## config.mk

```make
export PLATFORM = sky130hd
export DESIGN_NAME = uart_fifo
export DESIGN_NICKNAME = d
export VERILOG_FILES = /design/src/rtl/uart_fifo.sv
export SDC_FILE = /design/constraint.sdc
export NUM_CORES = 1
export LEC_CHECK = 0
export ABC_AREA = 1
export CAP_MARGIN = 20
export CELL_PAD_IN_SITES_DETAIL_PLACEMENT = 2
export CELL_PAD_IN_SITES_GLOBAL_PLACEMENT = 2
export CORE_MARGIN = 2
export CORE_UTILIZATION = 30
export DETAILED_ROUTE_END_ITERATION = 16
export PLACE_DENSITY_LB_ADDON = 0.1
export SLEW_MARGIN = 25
export SYNTH_ARGS = -nofsm -noshare
export SYNTH_HDL_FRONTEND = slang
export SYNTH_SLANG_ARGS = --single-unit
```

## constraint.sdc

```tcl
create_clock -name i_clk -period 2.7 [get_ports i_clk]
set_input_delay 0.27 -clock i_clk [delete_from_list [all_inputs] [get_ports i_clk]]
set_output_delay 0.27 -clock i_clk [all_outputs]
set_load 0.02 [all_outputs]
```

## src/rtl/uart_fifo.sv

```systemverilog
`default_nettype none
// +--------------------------------------------------------------------------+
// | uart_fifo : UART with baud generator, TX/RX FIFOs, sticky error flags,   |
// |             level register and interrupt. Parity via UART_PARITY_EN.     |
// | Revision  : 1.0                                                          |
// +--------------------------------------------------------------------------+

module uart_fifo_buf #(
  parameter int WIDTH = 8,
  parameter int DEPTH = 8,
  parameter int CW    = 4
) (
  input  logic             i_clk,
  input  logic             i_rst_n,
  input  logic             i_push,
  input  logic [WIDTH-1:0] i_wdata,
  input  logic             i_pop,
  output logic [WIDTH-1:0] o_rdata,
  output logic             o_empty,
  output logic             o_full,
  output logic             o_pop_ok,
  output logic [CW-1:0]    o_count
);
  localparam int AW = $clog2(DEPTH);

  logic [WIDTH-1:0] mem_q [DEPTH];
  logic [AW-1:0]    wr_ptr_q;
  logic [AW-1:0]    rd_ptr_q;
  logic [CW-1:0]    count_q;
  logic             push_ok;

  assign o_empty  = (count_q == '0);
  assign o_full   = (count_q == CW'(DEPTH));
  assign o_pop_ok = i_pop & ~o_empty;
  // A push into a full FIFO is only legal when the head leaves in the same cycle
  assign push_ok  = i_push & (~o_full | o_pop_ok);
  assign o_rdata  = mem_q[rd_ptr_q];
  assign o_count  = count_q;

  always_ff @(posedge i_clk) begin
    if (push_ok) mem_q[wr_ptr_q] <= i_wdata;
  end

  always_ff @(posedge i_clk or negedge i_rst_n) begin
    if (!i_rst_n) begin
      wr_ptr_q <= '0;
      rd_ptr_q <= '0;
      count_q  <= '0;
    end else begin
      if (push_ok)  wr_ptr_q <= wr_ptr_q + AW'(1);
      if (o_pop_ok) rd_ptr_q <= rd_ptr_q + AW'(1);
      case ({push_ok, o_pop_ok})
        2'b10:   count_q <= count_q + CW'(1);
        2'b01:   count_q <= count_q - CW'(1);
        default: count_q <= count_q;
      endcase
    end
  end
endmodule

module uart_fifo #(
  parameter int DATA_BITS  = 8,
  parameter int FIFO_DEPTH = 8
) (
  input  logic       i_clk,
  input  logic       i_rst_n,
  input  logic       i_we,
  input  logic       i_re,
  input  logic [7:0] i_address,
  input  logic [7:0] i_data,
  input  logic       i_rx,
  output logic       o_tx,
  output logic [7:0] o_data,
  output logic       o_irq
);
  localparam int CW = $clog2(FIFO_DEPTH) + 1;
  localparam logic [7:0] ADDR_STATUS = 8'h00;
  localparam logic [7:0] ADDR_CTRL   = 8'h01;
  localparam logic [7:0] ADDR_BAUD_H = 8'h02;
  localparam logic [7:0] ADDR_BAUD_L = 8'h03;
  localparam logic [7:0] ADDR_DATA   = 8'h04;
  localparam logic [7:0] ADDR_LEVEL  = 8'h05;
  localparam logic [2:0] LAST_BIT    = 3'(DATA_BITS - 1);
`ifdef UART_PARITY_EN
  localparam logic PARITY_IMPL = 1'b1;
`else
  localparam logic PARITY_IMPL = 1'b0;
`endif
  localparam logic [6:0] CTRL_MASK = {PARITY_IMPL, PARITY_IMPL, 5'h1F};

  typedef enum logic [2:0] {
    TX_IDLE   = 3'd0,
    TX_START  = 3'd1,
    TX_DATA   = 3'd2,
    TX_PARITY = 3'd3,
    TX_STOP   = 3'd4
  } tx_state_t;

  typedef enum logic [2:0] {
    RX_IDLE   = 3'd0,
    RX_START  = 3'd1,
    RX_DATA   = 3'd2,
    RX_PARITY = 3'd3,
    RX_STOP   = 3'd4
  } rx_state_t;

  logic wr_status, wr_ctrl, wr_baud_h, wr_baud_l, wr_data, rd_pop;
  assign wr_status = i_we & (i_address == ADDR_STATUS);
  assign wr_ctrl   = i_we & (i_address == ADDR_CTRL);
  assign wr_baud_h = i_we & (i_address == ADDR_BAUD_H);
  assign wr_baud_l = i_we & (i_address == ADDR_BAUD_L);
  assign wr_data   = i_we & (i_address == ADDR_DATA);
  assign rd_pop    = i_re & (i_address == ADDR_DATA);

  logic [6:0]  ctrl_q;
  logic [15:0] divisor_q;
  logic [15:0] baud_cnt_q;
  logic        tick;

  always_ff @(posedge i_clk or negedge i_rst_n) begin
    if (!i_rst_n) begin
      ctrl_q    <= '0;
      divisor_q <= '0;
    end else begin
      if (wr_ctrl)   ctrl_q          <= i_data[6:0] & CTRL_MASK;
      if (wr_baud_h) divisor_q[15:8] <= i_data;
      if (wr_baud_l) divisor_q[7:0]  <= i_data;
    end
  end

  assign tick = (baud_cnt_q >= divisor_q);

  always_ff @(posedge i_clk or negedge i_rst_n) begin
    if (!i_rst_n)                    baud_cnt_q <= '0;
    else if (wr_baud_h || wr_baud_l) baud_cnt_q <= '0;
    else if (tick)                   baud_cnt_q <= '0;
    else                             baud_cnt_q <= baud_cnt_q + 16'd1;
  end

  // FIFOs
  logic [DATA_BITS-1:0] tx_head, rx_head;
  logic                 tx_empty, tx_full, tx_pop, tx_pop_ok;
  logic                 rx_empty, rx_full, rx_pop_ok, rx_push_q;
  logic [CW-1:0]        tx_count, rx_count;
  logic [DATA_BITS-1:0] rx_shift_q;

  uart_fifo_buf #(.WIDTH(DATA_BITS), .DEPTH(FIFO_DEPTH), .CW(CW)) u_tx_fifo (
    .i_clk   (i_clk),
    .i_rst_n (i_rst_n),
    .i_push  (wr_data),
    .i_wdata (i_data[DATA_BITS-1:0]),
    .i_pop   (tx_pop),
    .o_rdata (tx_head),
    .o_empty (tx_empty),
    .o_full  (tx_full),
    .o_pop_ok(tx_pop_ok),
    .o_count (tx_count)
  );

  uart_fifo_buf #(.WIDTH(DATA_BITS), .DEPTH(FIFO_DEPTH), .CW(CW)) u_rx_fifo (
    .i_clk   (i_clk),
    .i_rst_n (i_rst_n),
    .i_push  (rx_push_q),
    .i_wdata (rx_shift_q),
    .i_pop   (rd_pop),
    .o_rdata (rx_head),
    .o_empty (rx_empty),
    .o_full  (rx_full),
    .o_pop_ok(rx_pop_ok),
    .o_count (rx_count)
  );

  // Transmitter: frames only start on a tick so every bit is exactly 16 ticks
  tx_state_t            tx_state_q;
  logic [3:0]           tx_tick_q;
  logic [2:0]           tx_bit_q;
  logic [DATA_BITS-1:0] tx_shift_q;
  logic                 tx_par_q, tx_stop2_q, tx_q;
  logic                 tx_idle;

  assign tx_pop  = (tx_state_q == TX_IDLE) & tick & ctrl_q[0] & ~tx_empty;
  assign tx_idle = (tx_state_q == TX_IDLE) & tx_empty;
  assign o_tx    = tx_q;

  always_ff @(posedge i_clk or negedge i_rst_n) begin
    if (!i_rst_n) begin
      tx_state_q <= TX_IDLE;
      tx_tick_q  <= '0;
      tx_bit_q   <= '0;
      tx_shift_q <= '0;
      tx_par_q   <= 1'b0;
      tx_stop2_q <= 1'b0;
      tx_q       <= 1'b1;
    end else if (tick) begin
      if (tx_state_q == TX_IDLE) begin
        if (tx_pop_ok) begin
          tx_state_q <= TX_START;
          tx_tick_q  <= '0;
          tx_shift_q <= tx_head;
          tx_par_q   <= (^tx_head) ^ ctrl_q[6];
          tx_q       <= 1'b0;
        end
      end else begin
        tx_tick_q <= tx_tick_q + 4'd1;
        if (tx_tick_q == 4'd15) begin
          case (tx_state_q)
            TX_START: begin
              tx_state_q <= TX_DATA;
              tx_bit_q   <= '0;
              tx_q       <= tx_shift_q[0];
            end
            TX_DATA: begin
              if (tx_bit_q == LAST_BIT) begin
                if (PARITY_IMPL & ctrl_q[5]) begin
                  tx_state_q <= TX_PARITY;
                  tx_q       <= tx_par_q;
                end else begin
                  tx_state_q <= TX_STOP;
                  tx_stop2_q <= 1'b0;
                  tx_q       <= 1'b1;
                end
              end else begin
                tx_bit_q   <= tx_bit_q + 3'd1;
                tx_shift_q <= tx_shift_q >> 1;
                tx_q       <= tx_shift_q[1];
              end
            end
            TX_PARITY: begin
              tx_state_q <= TX_STOP;
              tx_stop2_q <= 1'b0;
              tx_q       <= 1'b1;
            end
            TX_STOP: begin
              if (ctrl_q[4] && !tx_stop2_q) tx_stop2_q <= 1'b1;
              else                          tx_state_q <= TX_IDLE;
            end
            default: begin
              tx_state_q <= TX_IDLE;
              tx_q       <= 1'b1;
            end
          endcase
        end
      end
    end
  end

  // Receiver
  rx_state_t  rx_state_q;
  logic       rx_meta_q, rx_sync_q, rx_prev_q;
  logic [3:0] rx_tick_q;
  logic [2:0] rx_bit_q;
  logic       rx_par_bit_q, rx_ferr_q, rx_perr_q;
  logic       rx_par_bad;

  assign rx_par_bad = PARITY_IMPL & ctrl_q[5] &
                      (rx_par_bit_q != ((^rx_shift_q) ^ ctrl_q[6]));

  always_ff @(posedge i_clk or negedge i_rst_n) begin
    if (!i_rst_n) begin
      rx_meta_q <= 1'b1;
      rx_sync_q <= 1'b1;
      rx_prev_q <= 1'b1;
    end else begin
      rx_meta_q <= i_rx;
      rx_sync_q <= rx_meta_q;
      rx_prev_q <= rx_sync_q;
    end
  end

  always_ff @(posedge i_clk or negedge i_rst_n) begin
    if (!i_rst_n) begin
      rx_state_q   <= RX_IDLE;
      rx_tick_q    <= '0;
      rx_bit_q     <= '0;
      rx_shift_q   <= '0;
      rx_par_bit_q <= 1'b0;
      rx_push_q    <= 1'b0;
      rx_ferr_q    <= 1'b0;
      rx_perr_q    <= 1'b0;
    end else begin
      rx_push_q <= 1'b0;
      rx_ferr_q <= 1'b0;
      rx_perr_q <= 1'b0;
      if (!ctrl_q[1]) begin
        rx_state_q <= RX_IDLE;
      end else if (rx_state_q == RX_IDLE) begin
        if (rx_prev_q && !rx_sync_q) begin
          rx_state_q <= RX_START;
          rx_tick_q  <= '0;
        end
      end else if (tick) begin
        rx_tick_q <= rx_tick_q + 4'd1;
        if (rx_tick_q == 4'd7) begin
          case (rx_state_q)
            RX_START:  if (rx_sync_q) rx_state_q <= RX_IDLE;
            RX_DATA:   rx_shift_q <= {rx_sync_q, rx_shift_q[DATA_BITS-1:1]};
            RX_PARITY: rx_par_bit_q <= rx_sync_q;
            RX_STOP: begin
              // Return to IDLE mid-stop so a following start edge is not missed
              rx_state_q <= RX_IDLE;
              rx_ferr_q  <= ~rx_sync_q;
              rx_perr_q  <= rx_par_bad;
              rx_push_q  <= rx_sync_q & ~rx_par_bad;
            end
            default: rx_state_q <= RX_IDLE;
          endcase
        end else if (rx_tick_q == 4'd15) begin
          case (rx_state_q)
            RX_START: begin
              rx_state_q <= RX_DATA;
              rx_bit_q   <= '0;
            end
            RX_DATA: begin
              if (rx_bit_q == LAST_BIT)
                rx_state_q <= (PARITY_IMPL & ctrl_q[5]) ? RX_PARITY : RX_STOP;
              else
                rx_bit_q <= rx_bit_q + 3'd1;
            end
            RX_PARITY: rx_state_q <= RX_STOP;
            default:   rx_state_q <= rx_state_q;
          endcase
        end
      end
    end
  end

  // Sticky flags: a set in the same cycle as a write-1-clear wins
  logic overrun_q, frame_err_q, parity_err, irq_q;

  always_ff @(posedge i_clk or negedge i_rst_n) begin
    if (!i_rst_n) begin
      overrun_q   <= 1'b0;
      frame_err_q <= 1'b0;
      irq_q       <= 1'b0;
    end else begin
      overrun_q   <= (rx_push_q & rx_full & ~rx_pop_ok) |
                     (overrun_q & ~(wr_status & i_data[3]));
      frame_err_q <= rx_ferr_q | (frame_err_q & ~(wr_status & i_data[4]));
      irq_q       <= (ctrl_q[2] & ~rx_empty) | (ctrl_q[3] & tx_empty);
    end
  end

`ifdef UART_PARITY_EN
  always_ff @(posedge i_clk or negedge i_rst_n) begin
    if (!i_rst_n) parity_err <= 1'b0;
    else          parity_err <= rx_perr_q | (parity_err & ~(wr_status & i_data[5]));
  end
`else
  assign parity_err = rx_perr_q & PARITY_IMPL;
`endif

  assign o_irq = irq_q;

  function automatic logic [3:0] sat15(input logic [CW-1:0] c);
    logic [7:0] ext;
    ext = 8'(c);
    return (ext > 8'd15) ? 4'hF : ext[3:0];
  endfunction

  always_comb begin
    o_data = 8'h00;
    case (i_address)
      ADDR_STATUS: o_data = {2'b00, parity_err, frame_err_q, overrun_q,
                             tx_idle, tx_full, ~rx_empty};
      ADDR_CTRL:   o_data = {1'b0, ctrl_q};
      ADDR_BAUD_H: o_data = divisor_q[15:8];
      ADDR_BAUD_L: o_data = divisor_q[7:0];
      ADDR_DATA:   o_data = rx_empty ? 8'h00 : 8'(rx_head);
      ADDR_LEVEL:  o_data = {sat15(tx_count), sat15(rx_count)};
      default:     o_data = 8'h00;
    endcase
  end
endmodule
`default_nettype wire

```

==> results of run 1 <==
## metrics by stage
stage	utilization (%)	std cells
CTS	37.68	1721
detailed placement	34.74	1660
global route	38.19	1729
finish	38.19	1729
global placement	34.74	1660
floorplan	-	1099
## area by class of cell
class | count | area share, %
Multi-Input combinational cell | 726 | 29.62
Clock buffer | 48 | 6.104
Sequential cell | 231 | 47.44
Timing Repair Buffer | 144 | 8.921
Inverter | 113 | 3.130
Tap cell | 461 | 4.257
Clock inverter | 6 | 0.5356
## cell usage in the layout, fill, tap and decap left out, types with 9 or more instances in the layout
master	n
sky130_fd_sc_hd__inv_1	103
sky130_fd_sc_hd__nor3_1	10
sky130_fd_sc_hd__o22ai_1	16
sky130_fd_sc_hd__edfxtp_1	128
sky130_fd_sc_hd__clkbuf_16	30
sky130_fd_sc_hd__o21ai_0	121
sky130_fd_sc_hd__buf_4	107
sky130_fd_sc_hd__inv_2	9
sky130_fd_sc_hd__xor2_1	20
sky130_fd_sc_hd__nor2_1	154
sky130_fd_sc_hd__clkdlybuf4s50_1	21
sky130_fd_sc_hd__nand2_1	189
sky130_fd_sc_hd__nand2_2	11
sky130_fd_sc_hd__ha_1	25
sky130_fd_sc_hd__o21ai_1	9
sky130_fd_sc_hd__a21oi_1	15
sky130_fd_sc_hd__nand3_1	55
sky130_fd_sc_hd__clkbuf_1	16
sky130_fd_sc_hd__nand4_1	13
sky130_fd_sc_hd__dfrtp_1	98
sky130_fd_sc_hd__o211ai_1	17
## power by group through the flow
stage	clock (uW)	sequential (uW)	combinational (uW)
6_report	3700	4020	2150
4_1_cts	3810	4020	2030
3_3_place_gp	0	4080	1890
3_5_place_dp	0	4080	1920
5_1_grt	3950	4050	2450
2_1_floorplan	0	4070	1150
## repair_timing
item | CTS | global route
gates resized for setup | 37 | 41
pin swaps | 10 | 18
gates cloned | 0 | 1
buffers inserted | 6 | 8
hold endpoints to repair | 34 | 0
setup endpoints to repair | 10 | 27
hold buffers | 1 | 0
## worst max-delay path, delay by kind of cell, from the launching register on
family	cells	cell delay (ps)
buffers and inverters	2	110
adders and majority gates	2	470
AOI/OAI and AO/OA	2	180
xor gates and xnor gates	1	180
and+or+nand+nor	14	1080
DFF	1	420
## state kept, by name, summed over array words and instances (netlist names), 4 cells and up
register	cells
rx_shift_q	8
u_rx_fifo.o_count	4
u_tx_fifo.mem_q	64
tx_shift_q	8
baud_cnt_q	16
ctrl_q	5
divisor_q	16
u_rx_fifo.mem_q	64
u_tx_fifo.o_count	4
tx_tick_q	4
rx_tick_q	4
## path summary, 6_finish.rpt
| kind | startpoint | endpoint | depth (start not counted) | slack, ps |
|---|---|---|---|---|
| setup / recovery | baud_cnt_q[7]$_DFF_PN0_ | u_tx_fifo.o_count[3]$_DFFE_PN0P_ | 21 | 150 |
| hold / removal | i_rx | rx_meta_q$_DFF_PN1_ | 1 | 120 |
| setup reg to reg | baud_cnt_q[7]$_DFF_PN0_ | u_tx_fifo.o_count[3]$_DFFE_PN0P_ | 21 | 150 |
| hold reg to reg | rx_meta_q$_DFF_PN1_ | rx_sync_q$_DFF_PN1_ | 0 | 360 |
| max in group asynchronous | i_rst_n | baud_cnt_q[2]$_DFF_PN0_ | 3 | 1690 |
| min in group asynchronous | i_rst_n | u_tx_fifo.rd_ptr_q[2]$_DFFE_PN0P_ | 2 | 270 |
## layer usage
layer | global-route usage (%) | wire length, um | vias up
li1 | - | - | 4031
met1 | 24.55 | 15660 | 4290
met2 | 31.04 | 16310 | 68
met3 | 2.174 | 828 | 29
met4 | 3.223 | 453 | 0
met5 | 0 | 0 | -
## cells by family after synthesis
kind of cell	share of synthesized area, %
adders and majority gates	4.013
and+or+nand+nor	18.82
xor gates and xnor gates	1.948
DFF	59.56
buffers and inverters	5.184
AOI/OAI and AO/OA	10.47
==> run summary, run 1 <==
The initialized floorplan defines 69 standard-cell rows. The switching power total came out at 3001 uW. STA classifies the critical path endpoint as a flip-flop. The power consumption came out at 9873 uW. The routed wire length is 33250 um. The count of buffers inserted at the top-level ports came out at 30.

The global-route usage over all layers is 17.99%. The number of antenna violations at the first check in global routing is 0. The initial utilization of the core area, before any placement, comes to 30.41%. The pre-CTS worst setup slack came out at -269.6 ps.

The number of nets in the synthesized netlist came out at 1154. The cell type with the largest total area after synthesis is sky130_fd_sc_hd__edfxtp_1. The worst pin sits at a relative slew slack of 58.86%. The switching share of power is 30.39%. The nature of the critical path startpoint is a flip-flop. The finished cells cover 13550 sq um. The die span in y came out at 193.6 um.

The via count of the first global-routing pass came out at 9332. The number of antenna diodes came out at 0. After detailed routing, the number of remaining DRC violations is 0. The die covers 37500 sq um. For this run, asynchronously set or reset flops after synthesis account for 44.59%.

Cells with a size suffix above 1 make up 18.06% of the layout. The warning count from the yosys run came out at 0. The number of register bits inferred by synthesis came out at 231.

The highest ir drop seen on vdd came out at 472.9 uV. The tool flagged a number of max-cap violations equal to 0. The critical path required time is 3170 ps.

The CTS tree is yes. The largest net degree at the start of global routing came out at 38. The total number of vias came out at 8418. The maximum cell stage delay along the critical path came out at 420 ps.

The netlist area before placement is 10790 sq um. In this run the clock root is driven by a sky130_fd_sc_hd__clkbuf_16. The share of synthesized area occupied by flip-flops and latches is 59.56%. The area of all sequential standard cells is 6427 sq um. Setup repair after global routing could not meet its margin everywhere. The global-route wire length before repair came out at 53490 um. The number of synthesized flops with an enable pin came out at 128. The run finished with clean final reports. The die is 193.6 um wide. The number of distinct library cells after synthesis is 45. The clock share of power came out at 37.5%.

The slowest stage of the critical path is the sky130_fd_sc_hd__dfrtp_1 cell. The total iterations of the first detailed-routing run is 4. The kind of path behind the tightest hold check is primary input to flip-flop.

After global routing the overflow that remains totals 0. For the final routed database, the setup TNS stands at 0 ps. The number of violations reported at the end of detailed-routing iteration 0 is 305. The power per standard cell area is 728.7 nW/um^2. The most common cell in the synthesized netlist is sky130_fd_sc_hd__nand2_1. The highest clock frequency the design can meet is 0.3919 GHz. For this run, the leading register cell type out of synthesis is sky130_fd_sc_hd__edfxtp_1.

The setup path with the least slack is of type flip-flop to flip-flop. For the worst-skew pair, the clock arrives at the later sink with an insertion delay of 560 ps. By area the synthesized netlist is led by sky130_fd_sc_hd__edfxtp_1 (36%), sky130_fd_sc_hd__dfrtp_1 (23%), sky130_fd_sc_hd__nand2_1 (6.9%). The count of nets left with antenna violations once routing finished came out at 0. In the final routed layout, each cell accounts on average for 19.23 um. The number of hold violations in the final report is 0. Counting instances in the post-synthesis netlist gives the leading cell types as sky130_fd_sc_hd__nand2_1 (197), sky130_fd_sc_hd__nor2_1 (158), sky130_fd_sc_hd__o21ai_0 (132), sky130_fd_sc_hd__edfxtp_1 (128), sky130_fd_sc_hd__inv_1 (110). Data arrives at the worst endpoint at 3020 ps.

The final-layout worst hold slack came out at 120.9 ps. The number of vias per cell is 4.869. Sequential cells burn 40.8% of the power. The internal power summed over all cells is 6873 uW. After the last flow step, the layout net total stands at 1300. The largest clock skew in the final design came out at 13.96 ps. The deepest level of the CTS H-tree is 1. The maximum root-to-sink buffer count is 3.

The worst setup slack after layout is 148.7 ps. The share of the clock period used by the worst path after layout is 94.49%. The share of synthesized area in the top cell type comes to 35.63%. Clock-pin slew was measured on the worst setup and hold paths at 60 ps.

Pin placement for this block handled 31 I/O pins. The post-detailed-placement cell area came out at 12330 sq um. The analysis attributes to cell leakage a power of 0.005750 uW. The number of inserted filler cells in the final layout is 3867. In this run the worst path has a maximum fanout of 5.

The count of clock tree sinks came out at 231. The area added between synthesis and finish is 25.58%. The routability-driven placement congestion ratio came out at 0.7609. The mean cell area of the mapped netlist came out at 9.817 sq um. The final critical path time including I/O delays and setup came out at 2551 ps. Traced cell by cell, the critical path runs through ha_4 > nand2_1 > inv_2 > nand2_2 > nor2_1 > nor2_1 > nand2_2 > nand2_2 > nand2_2 > nand2_4 > nand2_4 > nand2_4 > ha_4 > nand2_2 > inv_2 > nor2_4 > nand3_2 > nand2_2 > o21ai_2 > a21oi_2 > xor2_1. The TritonCTS buffer count is 29. The total core area is 35480 sq um.

At the pin with the least slew margin, the transition time is 617.1 ps. The relative contribution of combinational cells to total power is 21.8%. By instance count, the cell type seen most on the critical path is sky130_fd_sc_hd__nand2_2. The area of the multi-input gates is 4013 sq um.

The count of final max-slew check failures is 0. The count of final setup violators is 0. The instance count of the mapped netlist is 1099.

The detailed placement HPWL came out at 23570 um.
Note: power is estimated with default switching activity, not from simulation.
==> run 2, diff against run 1 <==
--- a/config.mk
+++ b/config.mk
@@ -9,6 +9,7 @@
 export CAP_MARGIN = 20
 export CELL_PAD_IN_SITES_DETAIL_PLACEMENT = 2
 export CELL_PAD_IN_SITES_GLOBAL_PLACEMENT = 2
+export CORE_ASPECT_RATIO = 2
 export CORE_MARGIN = 2
 export CORE_UTILIZATION = 30
 export DETAILED_ROUTE_END_ITERATION = 16
@@ -16,4 +17,6 @@
 export SLEW_MARGIN = 25
 export SYNTH_ARGS = -nofsm -noshare
 export SYNTH_HDL_FRONTEND = slang
+export SYNTH_HIERARCHICAL = 1
 export SYNTH_SLANG_ARGS = --single-unit
+export TNS_END_PERCENT = 100
==> run summary, run 2 <==
The number of vias per cell was 4.787 (was 4.869). The total iterations of the first detailed-routing run came to 5 (was 4). The final critical path time including I/O delays and setup is 2550 ps (was 2551 ps).

The share of flip-flops with an asynchronous set or reset after synthesis was 44.59% (unchanged). The share of power burned in registers came to 42.0% (was 40.8%). The maximum cell stage delay along the critical path is 380 ps (was 420 ps).

The launch point of the critical path is divisor_q[10]$_DFFE_PN0P_ (was baud_cnt_q[7]$_DFF_PN0_). The cell type with the largest total area after synthesis is sky130_fd_sc_hd__edfxtp_1 (unchanged). The count of final setup violators came out at 0 (unchanged). The area added between synthesis and finish came out at 21.19% (was 25.58%). The number of distinct library cells after synthesis was 43 (was 45). The warning count from the yosys run is 6 (was 0). The max-cap check violation count came to 0 (unchanged).

The setup slack of the most critical reg-to-reg path was 150 ps (about the same). Cell types with the highest counts after synthesis: sky130_fd_sc_hd__nand2_1 (238), sky130_fd_sc_hd__edfxtp_1 (128), sky130_fd_sc_hd__nor2_1 (115), sky130_fd_sc_hd__inv_1 (101), sky130_fd_sc_hd__dfrtp_1 (99) (was sky130_fd_sc_hd__nand2_1 (197), sky130_fd_sc_hd__nor2_1 (158), sky130_fd_sc_hd__o21ai_0 (132), sky130_fd_sc_hd__edfxtp_1 (128), sky130_fd_sc_hd__inv_1 (110)). The post-detailed-placement cell area is 12560 sq um (was 12330 sq um). The highest ir drop seen on vdd is 479.8 uV (was 472.9 uV). The count of clock tree sinks was 231 (unchanged). The number of antenna violations at the first check in global routing is 0 (unchanged). The width of the die came to 140.3 um (was 193.6 um). The cell with the most instances after synthesis is sky130_fd_sc_hd__nand2_1 (unchanged). Crit-path cells: inv_1 > ha_1 > nand2_1 > inv_1 > nand2_1 > a21oi_2 > nor2_2 > buf_4 > nand2_4 > inv_4 > nor2_4 > nand2_4 > inv_4 > nand2_4 > buf_4 > fa_1 > xnor2_1 > nand2_1 > o21ai_1 (was ha_4 > nand2_1 > inv_2 > nand2_2 > nor2_1 > nor2_1 > nand2_2 > nand2_2 > nand2_2 > nand2_4 > nand2_4 > nand2_4 > ha_4 > nand2_2 > inv_2 > nor2_4 > nand3_2 > nand2_2 > o21ai_2 > a21oi_2 > xor2_1). The cell chosen for the clock root is sky130_fd_sc_hd__clkbuf_16 (unchanged). The remaining global-route overflow was 0 (unchanged). The clock insertion delay at the later pin of the skew report is 530 ps (was 560 ps). The wire length per cell came out at 19.29 um (was 19.23 um). The switching power total is 3131 uW (was 3001 uW).

The total number of vias is 8142 (was 8418). The data arrival time at the worst-slack endpoint is 2960 ps (was 3020 ps). The kind of path behind the tightest hold check is primary input to flip-flop (unchanged). The die area came out at 38800 sq um (was 37500 sq um). The largest clock skew in the final design is 13.05 ps (was 13.96 ps). The nature of the critical path startpoint is a flip-flop (unchanged). RSZ-0062 raised after global routing: yes (unchanged). The slew of the pin with the lowest slew margin came out at 631.1 ps (was 617.1 ps). Top area cells in the synthesized netlist: sky130_fd_sc_hd__edfxtp_1 (34%), sky130_fd_sc_hd__dfrtp_1 (22%), sky130_fd_sc_hd__nand2_1 (8.0%) (was sky130_fd_sc_hd__edfxtp_1 (36%), sky130_fd_sc_hd__dfrtp_1 (23%), sky130_fd_sc_hd__nand2_1 (6.9%)). The relative contribution of combinational cells to total power is 23.5% (was 21.8%). The number of violations reported at the end of detailed-routing iteration 0 was 190 (was 305). The netlist area before placement is 11140 sq um (was 10790 sq um). The clock input transition at the sequential cells of the worst setup and hold paths is 60 ps (about the same). The internal power summed over all cells came to 6669 uW (was 6873 uW). The number of hold violations in the final report is 0 (unchanged). The kind of critical path is flip-flop to flip-flop (unchanged). The design area is 13500 sq um (was 13550 sq um). The global-route usage over all layers is 17.36% (was 17.99%). The switching share of power is 31.95% (was 30.39%). The number of instances on the worst hold path came out at 1 (unchanged). The logic depth of the worst path, buffers included was 19 (was 21). The worst path buffer plus inverter count is 6 (was 2). The deepest level of the CTS H-tree is 1 (unchanged).

The critical path required time is 3120 ps (was 3170 ps). The count of buffers inserted at the top-level ports was 30 (unchanged). The count of final max-slew check failures came out at 0 (unchanged).

The number of register bits inferred by synthesis is 231 (unchanged). The most instantiated flip-flop cell in the synthesis netlist was sky130_fd_sc_hd__edfxtp_1 (unchanged). The cell leakage power is 0.005709 uW (was 0.005750 uW). The share of the clock period used by the worst path after layout is 94.43% (was 94.49%).

The global-route wire length before repair came out at 51860 um (was 53490 um). The hold path startpoint was i_rx (unchanged). The power per standard cell area is 725.6 nW/um^2 (was 728.7 nW/um^2). The total core area came out at 36540 sq um (was 35480 sq um). The maximum fanout count along the critical path is 2 (was 5). The share of synthesized area occupied by flip-flops and latches is 57.67% (was 59.56%).

The end point of the critical path is u_tx_fifo/o_count[2]$_DFFE_PN0P_ (was u_tx_fifo.o_count[3]$_DFFE_PN0P_). The site row count came out at 99 (was 69). The final-layout worst hold slack is 153.5 ps (was 120.9 ps). Highest-count cells in the layout ignoring fill and taps: sky130_fd_sc_hd__nand2_1 (235), sky130_fd_sc_hd__edfxtp_1 (128), sky130_fd_sc_hd__nor2_1 (113) (was sky130_fd_sc_hd__nand2_1 (189), sky130_fd_sc_hd__nor2_1 (154), sky130_fd_sc_hd__edfxtp_1 (128)). The area share of the largest cell type after synthesis is 34.49% (was 35.63%). The depth of the worst register-to-register path is 19 (was 21).

The instance count of the mapped netlist is 1105 (was 1099). The DRC violation count after routing is 0 (unchanged). The beginning of the worst register-to-register path is divisor_q[10]$_DFFE_PN0P_ (was baud_cnt_q[7]$_DFF_PN0_). The routed wire length was 32810 um (was 33250 um). The endpoint type of the worst setup path is a flip-flop (unchanged). The cell family contributing the most delay on the critical path is adder cells (was simple AND/OR/NAND/NOR gates). Largest registers: u_rx_fifo/mem_q x64, u_tx_fifo/mem_q x64 (was u_rx_fifo.mem_q x64, u_tx_fifo.mem_q x64). The summed negative setup slack over all endpoints came to 0 ps (unchanged). The starting density of the core came out at 30.49% (was 30.41%). The die span in y is 276.6 um (was 193.6 um). The number of nets still failing antenna checks after routing is 0 (unchanged). The clock share of power came to 34.5% (was 37.5%).

The worst flop-to-flop path endpoint is u_tx_fifo/o_count[2]$_DFFE_PN0P_ (was u_tx_fifo.o_count[3]$_DFFE_PN0P_). The maximum root-to-sink buffer count is 3 (unchanged). Status: completed (unchanged).

The most common library cell in the layout ignoring fill and taps was sky130_fd_sc_hd__nand2_1 (unchanged). The TritonCTS buffer count is 24 (was 29). The mean cell area of the mapped netlist came out at 10.08 sq um (was 9.817 sq um).

The power consumption came out at 9799 uW (was 9873 uW). The tightest slew margin relative to the limit is 57.93% (was 58.86%). The largest net degree at the start of global routing was 40 (was 38).

The highest clock frequency the design can meet came out at 0.3922 GHz (was 0.3919 GHz). The number of I/O pins is 31 (unchanged). The post-layout net count is 1283 (was 1300). The cell with the largest stage delay on the worst path was sky130_fd_sc_hd__fa_1 (was sky130_fd_sc_hd__dfrtp_1). The ratio of cells with drive above 1 in the final layout was 19.09% (was 18.06%). The number of antenna diodes is 0 (unchanged). The number of nets in the synthesized netlist came out at 1159 (was 1154). The via count of the first global-routing pass is 9255 (was 9332).

The routability-driven placement congestion ratio is 0.7688 (was 0.7609). The number of synthesized flops with an enable pin is 128 (unchanged). The detailed placement HPWL is 25470 um (was 23570 um). The CTS tree is yes (unchanged).
-- run 2: changes by cell type after synthesis, moves of 17 or more --
cell | before | now
sky130_fd_sc_hd__clkbuf_1 | 20 | 1
sky130_fd_sc_hd__mux2i_1 | 0 | 23
sky130_fd_sc_hd__nand2_1 | 197 | 238
sky130_fd_sc_hd__nor2_1 | 158 | 115
sky130_fd_sc_hd__o211ai_1 | 17 | 0
sky130_fd_sc_hd__o21ai_0 | 132 | 40
sky130_fd_sc_hd__o21ai_1 | 0 | 73
-- run 2: kinds of logic (layout without fill, tap and decap cells) --
kind of cell | count (synthesis) | after routing | synth area share (%)
and+or+nand+nor | 482 | 483 | 20.58
xor gates and xnor gates | 26 | 26 | 2.043
muxes | 23 | 23 | 2.066
adders and majority gates | 33 | 33 | 3.840
buffers and inverters | 142 | 283 | 5.457
DFF | 231 | 231 | 57.67
AOI/OAI and AO/OA | 168 | 168 | 8.343
-- run 2: what timing repair did --
item,in CTS,in global routing
resized for setup,16,30
hold buffers,1,0
pin swaps,0,7
endpoints found under the setup margin,73,83
setup buffers,0,5
endpoints found under the hold margin,34,0
cloned,0,1
-- run 2: metal layers --
| layer | GRT usage (%) | wire length, um |
|---|---|---|
| met4 | 4.196 | 664 |
| met5 | 0 | 0 |
| met1 | 16.42 | 11030 |
| met3 | 1.489 | 640 |
| met2 | 38.05 | 20480 |
-- run 2: power by group through the flow --
stage	Clock [uW]	Combinational [uW]	Sequential, uW
2_1_floorplan	0	1460	4130
3_3_place_gp	0	2220	4190
3_5_place_dp	0	2290	4190
4_1_cts	3520	2320	4120
5_1_grt	3620	2620	4150
6_report	3380	2310	4120
-- run 2: stage by stage --
stage | setup slack, ps | instances | util, %
5_1_grt | -45.35 | 1701 | 36.96
3_3_place_gp | -17.14 | 1650 | 34.36
2_1_floorplan | 19.21 | 1105 | -
4_1_cts | 3.865 | 1695 | 36.58
3_5_place_dp | -77.90 | 1650 | 34.36
6_report | 150.5 | 1701 | 36.96
-- run 2: worst reg2reg max path, stage by stage (launching register included) --
cell	delay [ps]
sky130_fd_sc_hd__dfrtp_1	350
sky130_fd_sc_hd__inv_1	80
sky130_fd_sc_hd__ha_1	280
sky130_fd_sc_hd__nand2_1	50
sky130_fd_sc_hd__inv_1	80
sky130_fd_sc_hd__nand2_1	70
sky130_fd_sc_hd__a21oi_2	140
sky130_fd_sc_hd__nor2_2	60
sky130_fd_sc_hd__buf_4	140
sky130_fd_sc_hd__nand2_4	70
sky130_fd_sc_hd__inv_4	50
sky130_fd_sc_hd__nor2_4	100
sky130_fd_sc_hd__nand2_4	70
sky130_fd_sc_hd__inv_4	70
sky130_fd_sc_hd__nand2_4	50
sky130_fd_sc_hd__buf_4	140
sky130_fd_sc_hd__fa_1	380
sky130_fd_sc_hd__xnor2_1	140
sky130_fd_sc_hd__nand2_1	70
sky130_fd_sc_hd__o21ai_1	60
-- run 2: how the worst min path moves through the flow --
stage,end
6_report,rx_meta_q$_DFF_PN1_
5_1_grt,rx_meta_q$_DFF_PN1_
4_1_cts,rx_meta_q$_DFF_PN1_
3_5_place_dp,u_tx_fifo/rd_ptr_q[1]$_DFFE_PN0N_
3_3_place_gp,u_tx_fifo/rd_ptr_q[1]$_DFFE_PN0N_
2_1_floorplan,baud_cnt_q[0]$_DFF_PN0_
-- run 2: cell type report --
cell class                 count  area (sq um)
fill                        3937         23040
clock inverter                11         115.1
tap                          454         568.0
inverter                     117         449.2
timing repair buffer         122          1042
clock buffer                  33         675.6
sequential                   231          6427
multi-input combinational    733          4227
==> run 3, diff against run 2 <==
--- a/config.mk
+++ b/config.mk
@@ -10,7 +10,7 @@
 export CELL_PAD_IN_SITES_DETAIL_PLACEMENT = 2
 export CELL_PAD_IN_SITES_GLOBAL_PLACEMENT = 2
 export CORE_ASPECT_RATIO = 2
-export CORE_MARGIN = 2
+export CORE_MARGIN = 4
 export CORE_UTILIZATION = 30
 export DETAILED_ROUTE_END_ITERATION = 16
 export PLACE_DENSITY_LB_ADDON = 0.1
==> run summary, run 3 (same netlist as run 2, synthesis figures left out) <==
Status: completed (unchanged). The switching share of power was 32.43% (was 31.95%). The global-route wire length before repair is 53100 um (was 51860 um). The critical path required time is 3140 ps (was 3120 ps). Highest-count cells in the layout ignoring fill and taps: sky130_fd_sc_hd__nand2_1 (236), sky130_fd_sc_hd__edfxtp_1 (128), sky130_fd_sc_hd__nor2_1 (109) (was sky130_fd_sc_hd__nand2_1 (235), sky130_fd_sc_hd__edfxtp_1 (128), sky130_fd_sc_hd__nor2_1 (113)). The number of instances on the worst hold path is 1 (unchanged).

The wire length per cell is 19.92 um (was 19.29 um). The final critical path time including I/O delays and setup came out at 2624 ps (was 2550 ps). The total iterations of the first detailed-routing run is 4 (was 5). The nature of the critical path startpoint is a flip-flop (unchanged). The internal power summed over all cells was 6536 uW (was 6669 uW).

The endpoint type of the worst setup path is a flip-flop (unchanged). The data arrival time at the worst-slack endpoint is 3070 ps (was 2960 ps). The count of final max-slew check failures came out at 0 (unchanged). The post-layout net count came to 1284 (was 1283). The deepest level of the CTS H-tree was 1 (unchanged). The maximum fanout count along the critical path was 2 (unchanged).

The count of final setup violators came to 0 (unchanged). The design area was 13500 sq um (about the same). The TritonCTS buffer count is 24 (unchanged). The routability-driven placement congestion ratio came out at 0.7499 (was 0.7688). The highest clock frequency the design can meet is 0.3811 GHz (was 0.3922 GHz). The count of buffers inserted at the top-level ports is 30 (unchanged). The max-cap check violation count is 0 (unchanged). The summed negative setup slack over all endpoints is 0 ps (unchanged). The kind of critical path was flip-flop to flip-flop (unchanged). The number of vias per cell came to 4.800 (was 4.787). The slew of the pin with the lowest slew margin came out at 731.4 ps (was 631.1 ps). The highest ir drop seen on vdd came to 490.3 uV (was 479.8 uV).

The post-detailed-placement cell area came to 12560 sq um (about the same). The relative contribution of combinational cells to total power came out at 24.3% (was 23.5%). The via count of the first global-routing pass is 9308 (was 9255). The number of violations reported at the end of detailed-routing iteration 0 came to 232 (was 190). The die span in y came out at 280.6 um (was 276.6 um). The starting density of the core came out at 30.49% (unchanged). The cell leakage power is 0.005704 uW (was 0.005709 uW). The global-route usage over all layers came out at 17.16% (was 17.36%). The switching power total is 3137 uW (was 3131 uW). The largest clock skew in the final design came out at 11.16 ps (was 13.05 ps). The depth of the worst register-to-register path is 23 (was 19). The clock insertion delay at the later pin of the skew report came out at 540 ps (was 530 ps). The total core area is 36540 sq um (unchanged). The site row count was 99 (unchanged). The kind of path behind the tightest hold check is primary input to flip-flop (unchanged). The number of nets still failing antenna checks after routing came to 0 (unchanged). The detailed placement HPWL is 25880 um (was 25470 um). The CTS tree is yes (unchanged). The share of the clock period used by the worst path after layout came to 97.19% (was 94.43%). Largest registers: u_rx_fifo/mem_q x64, u_tx_fifo/mem_q x64 (unchanged). The clock input transition at the sequential cells of the worst setup and hold paths is 70 ps (was 60 ps).

The ratio of cells with drive above 1 in the final layout came to 19.39% (was 19.09%). The number of I/O pins is 31 (unchanged). The largest net degree at the start of global routing is 104 (was 40).

The most common library cell in the layout ignoring fill and taps is sky130_fd_sc_hd__nand2_1 (unchanged). The number of antenna violations at the first check in global routing is 0 (unchanged). The clock share of power is 33.4% (was 34.5%). The width of the die was 144.3 um (was 140.3 um).

The die area is 40480 sq um (was 38800 sq um). The power per standard cell area came to 716.7 nW/um^2 (was 725.6 nW/um^2). RSZ-0062 raised after global routing: yes (unchanged). The power consumption is 9673 uW (was 9799 uW). The area of the multi-input gates came out at 4250 sq um (was 4227 sq um). The total number of vias came out at 8170 (was 8142). The maximum root-to-sink buffer count came out at 3 (unchanged).

The number of inserted filler cells in the final layout came out at 3990 (was 3937). The area of all sequential standard cells is 6427 sq um (unchanged). The tightest slew margin relative to the limit is 51.24% (was 57.93%). The count of clock tree sinks is 231 (unchanged).

The number of hold violations in the final report was 0 (unchanged). The remaining global-route overflow was 0 (unchanged). The share of power burned in registers is 42.2% (was 42.0%). The routed wire length is 33900 um (was 32810 um). The DRC violation count after routing was 0 (unchanged). The cell chosen for the clock root is sky130_fd_sc_hd__clkbuf_16 (unchanged). The number of antenna diodes came out at 0 (unchanged).

The area added between synthesis and finish is 21.12% (was 21.19%).
[run 3: changes by cell type in the layout (fill, tap and decap cells not counted), moves of 3 or more]
cell	before	now
sky130_fd_sc_hd__a21oi_2	5	2
sky130_fd_sc_hd__nor2_2	4	7
sky130_fd_sc_hd__clkinv_1	6	11
sky130_fd_sc_hd__nor2_1	113	109
sky130_fd_sc_hd__clkbuf_1	6	3
sky130_fd_sc_hd__buf_4	83	86
[run 3: path summary, 6_finish.rpt]
check | start | endpoint | slack (ps)
setup / recovery | baud_cnt_q[6]$_DFF_PN0_ | u_tx_fifo/o_count[3]$_DFFE_PN0P_ | 80
hold / removal | i_rx | rx_meta_q$_DFF_PN1_ | 140
setup reg to reg | baud_cnt_q[6]$_DFF_PN0_ | u_tx_fifo/o_count[3]$_DFFE_PN0P_ | 80
hold reg to reg | rx_meta_q$_DFF_PN1_ | rx_sync_q$_DFF_PN1_ | 360
max in group asynchronous | i_rst_n | tx_bit_q[0]$_DFFE_PN0P_ | 1800
min in group asynchronous | i_rst_n | u_tx_fifo/wr_ptr_q[2]$_DFFE_PN0P_ | 270
[run 3: layer usage]
metal	share of wire [%]	GRT usage, %	up-vias
li1	-	-	3950
met4	2.3	4.405	0
met5	0	0	-
met1	33	16.19	4122
met3	2.1	1.569	34
met2	63	37.06	64
[run 3: area by class of cell]
| class | instances | share of cell area, % |
|---|---|---|
| flip-flops and latches | 231 | 47.62 |
| multi-input cells | 732 | 31.49 |
| repair buffers | 124 | 7.824 |
| clock buffers | 28 | 4.719 |
| well taps | 454 | 4.209 |
| inverters | 117 | 3.347 |
| clock inverters | 16 | 0.7880 |
[run 3: what timing repair did]
action	CTS	global route
endpoints found under the setup margin	82	82
hold buffers	1	0
hold endpoints to repair	99	0
setup buffers	0	6
gates cloned	0	0
resized for setup	19	32
pin swaps	2	13
[run 3: through the flow]
stage	instances	utilization, %	worst slack [ps]	hold WS (ps)
2_1_floorplan	1105	-	19.21	-25.59
3_3_place_gp	1651	34.38	-23.88	347.0
3_5_place_dp	1651	34.38	-123.5	349.6
4_1_cts	1696	36.52	2.337	118.0
5_1_grt	1702	36.94	-107.6	137.7
6_report	1702	36.94	75.96	141.7
[run 3: power groups by stage]
stage / Sequential (uW) / Combinational [uW] / Clock, uW
after floorplan: 4130 / 1460 / 0
after global placement: 4150 / 2260 / 0
after detailed placement: 4160 / 2320 / 0
after CTS: 4090 / 2370 / 3380
after global routing: 4110 / 2660 / 3500
final: 4090 / 2350 / 3240
[run 3: critical path: stages, from the launching register on]
cell,delay [ps]
sky130_fd_sc_hd__dfrtp_1,420
sky130_fd_sc_hd__ha_1,310
sky130_fd_sc_hd__nand2_1,90
sky130_fd_sc_hd__inv_2,50
sky130_fd_sc_hd__nand2_1,80
sky130_fd_sc_hd__nand2_1,70
sky130_fd_sc_hd__nor2_1,120
sky130_fd_sc_hd__nand2_1,90
sky130_fd_sc_hd__nand2_2,90
sky130_fd_sc_hd__nand2_4,60
sky130_fd_sc_hd__inv_4,90
sky130_fd_sc_hd__nor2_4,40
sky130_fd_sc_hd__nand2_4,80
sky130_fd_sc_hd__inv_4,40
sky130_fd_sc_hd__nand2_4,50
sky130_fd_sc_hd__inv_2,50
sky130_fd_sc_hd__ha_1,300
sky130_fd_sc_hd__nand3_2,90
sky130_fd_sc_hd__nand3_1,90
sky130_fd_sc_hd__nand2_1,70
sky130_fd_sc_hd__nand2_1,70
sky130_fd_sc_hd__nand2_1,60
sky130_fd_sc_hd__nand2_1,50
sky130_fd_sc_hd__inv_1,40
